==> src/rtl/addern_mult_ctrl_if.sv <==
// ============================================================================
// Module   : addern_mult_ctrl_if
// Brief    : Operand/result and external-adder bus of the shift-add multiplier.
// Revision : 1.0
// ============================================================================
`default_nettype none

interface addern_mult_ctrl_if #(
    parameter int N = 4
);
    logic             Start;
    logic [N-1:0]     A;
    logic [N-1:0]     B;
    logic [N-1:0]     Add_X;
    logic [N-1:0]     Add_Y;
    logic             Add_Cin;
    logic [N-1:0]     Add_S;
    logic             Add_Cout;
    logic             Busy;
    logic             Done;
    logic [2*N-1:0]   Product;

    modport master (
        output Start, A, B, Add_S, Add_Cout,
        input  Add_X, Add_Y, Add_Cin, Busy, Done, Product
    );

    modport slave (
        input  Start, A, B, Add_S, Add_Cout,
        output Add_X, Add_Y, Add_Cin, Busy, Done, Product
    );
endinterface

`default_nettype wire

==> src/rtl/addern_mult_ctrl.sv <==
// ============================================================================
// Module   : addern_mult_ctrl
// Brief    : Shift-add unsigned multiplier sequencing an external N-bit adder.
//            Optional MULT_ZERO_BYPASS_EN finishes zero-operand starts at once.
// Revision : 1.0
// ============================================================================
`default_nettype none

module addern_mult_ctrl #(
    parameter int N = 4
) (
    input  wire logic          Clock,
    input  wire logic          Reset,
    addern_mult_ctrl_if.slave  bus
);

    localparam int CW = $clog2(N + 1);

    typedef enum logic [1:0] {
        S_IDLE  = 2'd0,
        S_ADD   = 2'd1,
        S_SHIFT = 2'd2,
        S_DONE  = 2'd3
    } state_t;

    state_t          state_q, state_d;
    logic [N-1:0]    mcand_q, mcand_d;
    logic [N-1:0]    phi_q,   phi_d;
    logic [N-1:0]    q_q,     q_d;
    logic            c_q,     c_d;
    logic [CW-1:0]   cnt_q,   cnt_d;

    always_ff @(posedge Clock) begin
        if (Reset) begin
            state_q <= S_IDLE;
            mcand_q <= '0;
            phi_q   <= '0;
            q_q     <= '0;
            c_q     <= 1'b0;
            cnt_q   <= '0;
        end else begin
            state_q <= state_d;
            mcand_q <= mcand_d;
            phi_q   <= phi_d;
            q_q     <= q_d;
            c_q     <= c_d;
            cnt_q   <= cnt_d;
        end
    end

    always_comb begin
        state_d = state_q;
        mcand_d = mcand_q;
        phi_d   = phi_q;
        q_d     = q_q;
        c_d     = c_q;
        cnt_d   = cnt_q;

        case (state_q)
            S_IDLE, S_DONE: begin
                if (bus.Start) begin
                    mcand_d = bus.A;
                    q_d     = bus.B;
                    phi_d   = '0;
                    c_d     = 1'b0;
                    cnt_d   = CW'(N);
                    state_d = S_ADD;
`ifdef MULT_ZERO_BYPASS_EN
                    // Product is {P_hi, Q}, so Q must be cleared too for a zero result
                    if ((bus.A == '0) || (bus.B == '0)) begin
                        q_d     = '0;
                        state_d = S_DONE;
                    end
`endif
                end else if (state_q == S_DONE) begin
                    state_d = S_IDLE;
                end
            end
            S_ADD: begin
                if (q_q[0]) begin
                    {c_d, phi_d} = {bus.Add_Cout, bus.Add_S};
                end else begin
                    c_d = 1'b0;
                end
                state_d = S_SHIFT;
            end
            S_SHIFT: begin
                {c_d, phi_d, q_d} = {1'b0, c_q, phi_q, q_q[N-1:1]};
                cnt_d             = cnt_q - CW'(1);
                state_d           = (cnt_d != '0) ? S_ADD : S_DONE;
            end
            default: begin
                state_d = S_IDLE;
            end
        endcase
    end

    assign bus.Add_X   = phi_q;
    assign bus.Add_Y   = mcand_q;
    assign bus.Add_Cin = 1'b0;
    assign bus.Busy    = (state_q == S_ADD) || (state_q == S_SHIFT);
    assign bus.Done    = (state_q == S_DONE);
    assign bus.Product = {phi_q, q_q};

endmodule

`default_nettype wire

==> src/flat_wrapper.sv <==
// flat-port wrapper written by rule: the top's interface ports become plain ports
module addern_mult_ctrl_flat 
#(
    parameter int N = 4
)
  (Clock, Reset, bus_Start, bus_A, bus_B, bus_Add_S, bus_Add_Cout, bus_Add_X, bus_Add_Y, bus_Add_Cin, bus_Busy, bus_Done, bus_Product);
  addern_mult_ctrl_if #(.N(N)) bus_i ();
  input  wire logic Clock;
  input  wire logic Reset;
  input wire logic [$bits(bus_i.Start)-1:0] bus_Start;
  input wire logic [$bits(bus_i.A)-1:0] bus_A;
  input wire logic [$bits(bus_i.B)-1:0] bus_B;
  input wire logic [$bits(bus_i.Add_S)-1:0] bus_Add_S;
  input wire logic [$bits(bus_i.Add_Cout)-1:0] bus_Add_Cout;
  output wire logic [$bits(bus_i.Add_X)-1:0] bus_Add_X;
  output wire logic [$bits(bus_i.Add_Y)-1:0] bus_Add_Y;
  output wire logic [$bits(bus_i.Add_Cin)-1:0] bus_Add_Cin;
  output wire logic [$bits(bus_i.Busy)-1:0] bus_Busy;
  output wire logic [$bits(bus_i.Done)-1:0] bus_Done;
  output wire logic [$bits(bus_i.Product)-1:0] bus_Product;
  assign bus_i.Start = bus_Start;
  assign bus_i.A = bus_A;
  assign bus_i.B = bus_B;
  assign bus_i.Add_S = bus_Add_S;
  assign bus_i.Add_Cout = bus_Add_Cout;
  assign bus_Add_X = bus_i.Add_X;
  assign bus_Add_Y = bus_i.Add_Y;
  assign bus_Add_Cin = bus_i.Add_Cin;
  assign bus_Busy = bus_i.Busy;
  assign bus_Done = bus_i.Done;
  assign bus_Product = bus_i.Product;
  addern_mult_ctrl #(.N(N)) u_core (.Clock(Clock), .Reset(Reset), .bus(bus_i));
endmodule
==> config.mk <==
export PLATFORM = sky130hd
export DESIGN_NAME = addern_mult_ctrl_flat
export DESIGN_NICKNAME = d
export VERILOG_FILES = /design/src/rtl/addern_mult_ctrl_if.sv /design/src/rtl/addern_mult_ctrl.sv /design/src/flat_wrapper.sv
export SDC_FILE = /design/constraint.sdc
export NUM_CORES = 1
export LEC_CHECK = 0
export ABC_AREA = 1
export CAP_MARGIN = 15
export CORE_MARGIN = 2
export CORE_UTILIZATION = 45
export CTS_CLUSTER_SIZE = 14
export DETAILED_ROUTE_END_ITERATION = 10
export HOLD_SLACK_MARGIN = 0.03
export PLACE_DENSITY = 0.82
export REMOVE_ABC_BUFFERS = 1
export SLEW_MARGIN = 20
export SYNTH_ARGS = -nofsm -noshare
export SYNTH_HDL_FRONTEND = slang
export SYNTH_SLANG_ARGS = --single-unit
export TNS_END_PERCENT = 5
==> constraint.sdc <==
create_clock -name Clock -period 3.5 [get_ports Clock]
set_input_delay 0.35 -clock Clock [delete_from_list [all_inputs] [get_ports Clock]]
set_output_delay 0.35 -clock Clock [all_outputs]
set_load 0.01 [all_outputs]
==> metrics.md <==
| Metric | Value |
|---|---|
| Total CTS buffers | 3 |
| DR WL/cell | 11.16 um |
| DIE HEIGHT | 48.53 um |
| TritonCTS clock tree | yes |
| Fillers | 178 |
| FMAX | 475.3 MHz |
| Number of synthesized register bits | 18 |
| Worst R2R End | u_core.cnt_q[1]$_SDFFE_PP0P_ |
| Worst-path clk slew | 0.10 ns |
| Outcome | complete, no violations |
| Worst Min Path Start | u_core.cnt_q[1]$_SDFFE_PP0P_ |
| Post-CTS resize count | 0 |
| H-tree Lvls | 1 |
| WS Path Type | reg2out |
| Crit Reg-Reg Startpoint | u_core.state_q[0]$_SDFFE_PP0P_ |
| RSZ-0062 raised after global routing | no |
| Worst Path Arrival | 1.75 ns |
| Post-route minimum period | 2.104 ns |
| Sequential cell area fraction in the yosys report | 40.39% |
| DRC violations left | 0 |
| Crit-path max cell delay | 0.54 ns |
| Skew-Pair Late Insertion Delay | 0.28 ns |
| Max FO, Critical Path | 4 |
| # nets final | 168 |
| GRT Max-Usage Layer | met2 |
| Clock sink total | 18 |
| I/O pins | 35 |
| Core area | 1922 um2 |
| Slack of the worst reg-to-reg path | 1.69 ns |
| Mapped cell area | 892.1 um2 |
| GR Util met1 | 21.21% |
| M3 GR Usage | 2.778% |
| Layout cells sized above 1 | 6.849% |
| Setup TNS | 0 ns |
| CP endpoint kind | output port |
| Worst r2r path cells | 7 |
| Lkg Pwr | 0.4931 nW |
| Power per standard cell area | 374.8 nW/um2 |
| Delay-heaviest family, CP | buffers and inverters |
| Hold endpoint | u_core.cnt_q[1]$_SDFFE_PP0P_ |
| DRT Wirelength | 1.930 mm |
| IO Port Bufs | 33 |
| Post-synthesis instance total | 117 |
| Worst path slowest cell | clkdlybuf4s50_1 |
| First-pass GRT wire length | 3.291 mm |
| Final Cycle Share | 60.12% |
| Slew Limit Fails | 0 |
| Non-filler cells, final | 173 |
| VDD IR max | 0.0002319 V |
| Buf+Inv Stages, Crit Path | 3 |
| Cells after DPL | 169 |
| Final setup vio count | 0 |
| Postcts setup bufs | 0 |
| Post-Syn Area per Cell | 7.625 um2 |
| Pin count of the biggest net entering global routing | 14 |
| Initial antenna violation count | 0 |
| Tot GR Track Use | 17.15% |
| Hold-fix buffers at CTS | 0 |
| N_diodes | 0 |
| Yosys cell types | 21 |
| Crit path launch type | register |
| Remaining antenna violation count | 0 |
| Clock buffer depth | 2 |
| Max cap viols | 0 |
| Hold depth | 2 |
| Fin. Hold Viols | 0 |
| Die area | 2355 um2 |
| Grt total ovfl | 0 |
| Starting Density | 46.42% |
| Die W | 48.53 um |
| Row Count | 16 |
| Syn. warnings | 0 |
| Number of global-route vias before repair | 771 |
| DP Wirelength | 1.542 mm |
| Hold crit path type | reg2reg |
| CP cell instances | inv_1 > ha_1 > inv_2 > clkdlybuf4s50_1 |
| Vias | 834 |
| Drt via density | 4.821 |
| RePlAce Congestion | 0.7335 |
| Root buf cell | clkbuf_4 |
| Area growth syn-to-layout | 38.29% |
| DR pass1 iterations | 4 |
| GR Util met2 | 31.02% |
| Final Skew | 0.001087 ns |
| Worst path required time | 3.15 ns |
| Starting DRC count in detailed routing | 3 |
## routing by layer
layer / part of all wire, % / vias to the layer above
met2: 49 / 34
met1: 45 / 363
met3: 6.1 / 0
li1: - / 437
met5: 0 / -
met4: 0 / 0
## worst reg2reg max path, stage by stage (launching register included)
cell     delay, ns
dfxtp_1       0.35
inv_1         0.06
ha_1          0.36
inv_1         0.22
o21ai_2       0.43
inv_1         0.13
nand2_1       0.08
a21oi_1       0.05
## how the worst max path moves through the flow
stage	start	to	slack, ns	cells after the start
floorplan	u_core.state_q[0]$_SDFFE_PP0P_	u_core.cnt_q[1]$_SDFFE_PP0P_	2.02	7
global placement	u_core.state_q[0]$_SDFFE_PP0P_	bus_Busy	1.74	4
detailed placement	u_core.state_q[1]$_SDFFE_PP0P_	u_core.cnt_q[1]$_SDFFE_PP0P_	1.69	6
CTS	u_core.state_q[0]$_SDFFE_PP0P_	bus_Busy	1.38	4
global route	u_core.state_q[0]$_SDFFE_PP0P_	bus_Busy	1.26	4
finish	u_core.state_q[0]$_SDFFE_PP0P_	bus_Busy	1.40	4
## synthesized netlist by cell type, drive strengths merged
cell	n	area, um2
nand2	24	92.59
dfxtp	18	360.4
inv	14	52.55
nor2	12	52.55
o21ai	11	62.56
a21oi	10	50.05
buf	8	58.81
a31oi	5	31.28
ha	5	62.56
a22o	4	35.03
nand3	2	10.01
nand4	2	12.51
a211oi	1	7.510
conb	1	3.750
## kinds of logic (layout without fill, tap and decap cells)
kind of cell	count (synthesis)	after routing	share of synthesized area, %
and+or+nand+nor	40	40	18.79
buffers and inverters	22	51	12.48
other	1	1	0.4204
DFF	18	18	40.39
AOI/OAI and AO/OA	31	31	20.90
adders and majority gates	5	5	7.013
## cell usage in the layout, fill, tap and decap left out, types with 4 or more instances in the layout
| cell type | Yosys | final |
|---|---|---|
| nand2_1 | 23 | 23 |
| dfxtp_1 | 18 | 18 |
| ha_1 | 5 | 5 |
| a21oi_1 | 10 | 10 |
| o21ai_0 | 6 | 6 |
| clkdlybuf4s50_1 | 0 | 33 |
| nor2_1 | 11 | 11 |
| inv_1 | 12 | 12 |
| a22o_1 | 4 | 4 |
| a31oi_1 | 5 | 5 |
## per-stage QoR
step / worst slack (ns) / hold slack (ns) / power [mW] / cell area [um2] / util [%]
6_report: 1.396 / 0.4715 / 0.4624 / 1234 / 64.19
5_1_grt: 1.259 / 0.5039 / 0.4946 / 1234 / 64.19
4_1_cts: 1.378 / 0.4772 / 0.4671 / 1234 / 64.19
3_5_place_dp: 1.689 / 0.4611 / 0.3421 / 1197 / 62.30
3_3_place_gp: 1.737 / 0.4490 / 0.3389 / 1197 / 62.30
2_1_floorplan: 2.020 / 0.4191 / 0.2862 / 833.3 / -
## registers in the layout, summed over array words and instances (netlist names)
name	count
u_core.bus.Add_X	4
u_core.c_q	1
u_core.state_q	2
u_core.cnt_q	3
u_core.bus.Add_Y	4
u_core.q_q	4
## cell type report
type / count / area, um2 / area share (%)
flip-flops and latches: 18 / 360.3 / 29.21
well taps: 27 / 33.78 / 2.738
multi-input cells: 77 / 420.4 / 34.08
repair buffers: 33 / 330.3 / 26.77
inverters: 14 / 52.55 / 4.260
clock buffers: 4 / 36.28 / 2.941
## power by group
part	switching (mW)	internal [mW]	leakage, nW
combinational	0.0514	0.0549	0.325
sequential	0.0114	0.219	0.148
clock	0.0624	0.0632	0.0210
Power figures use the tool's default switching activity.
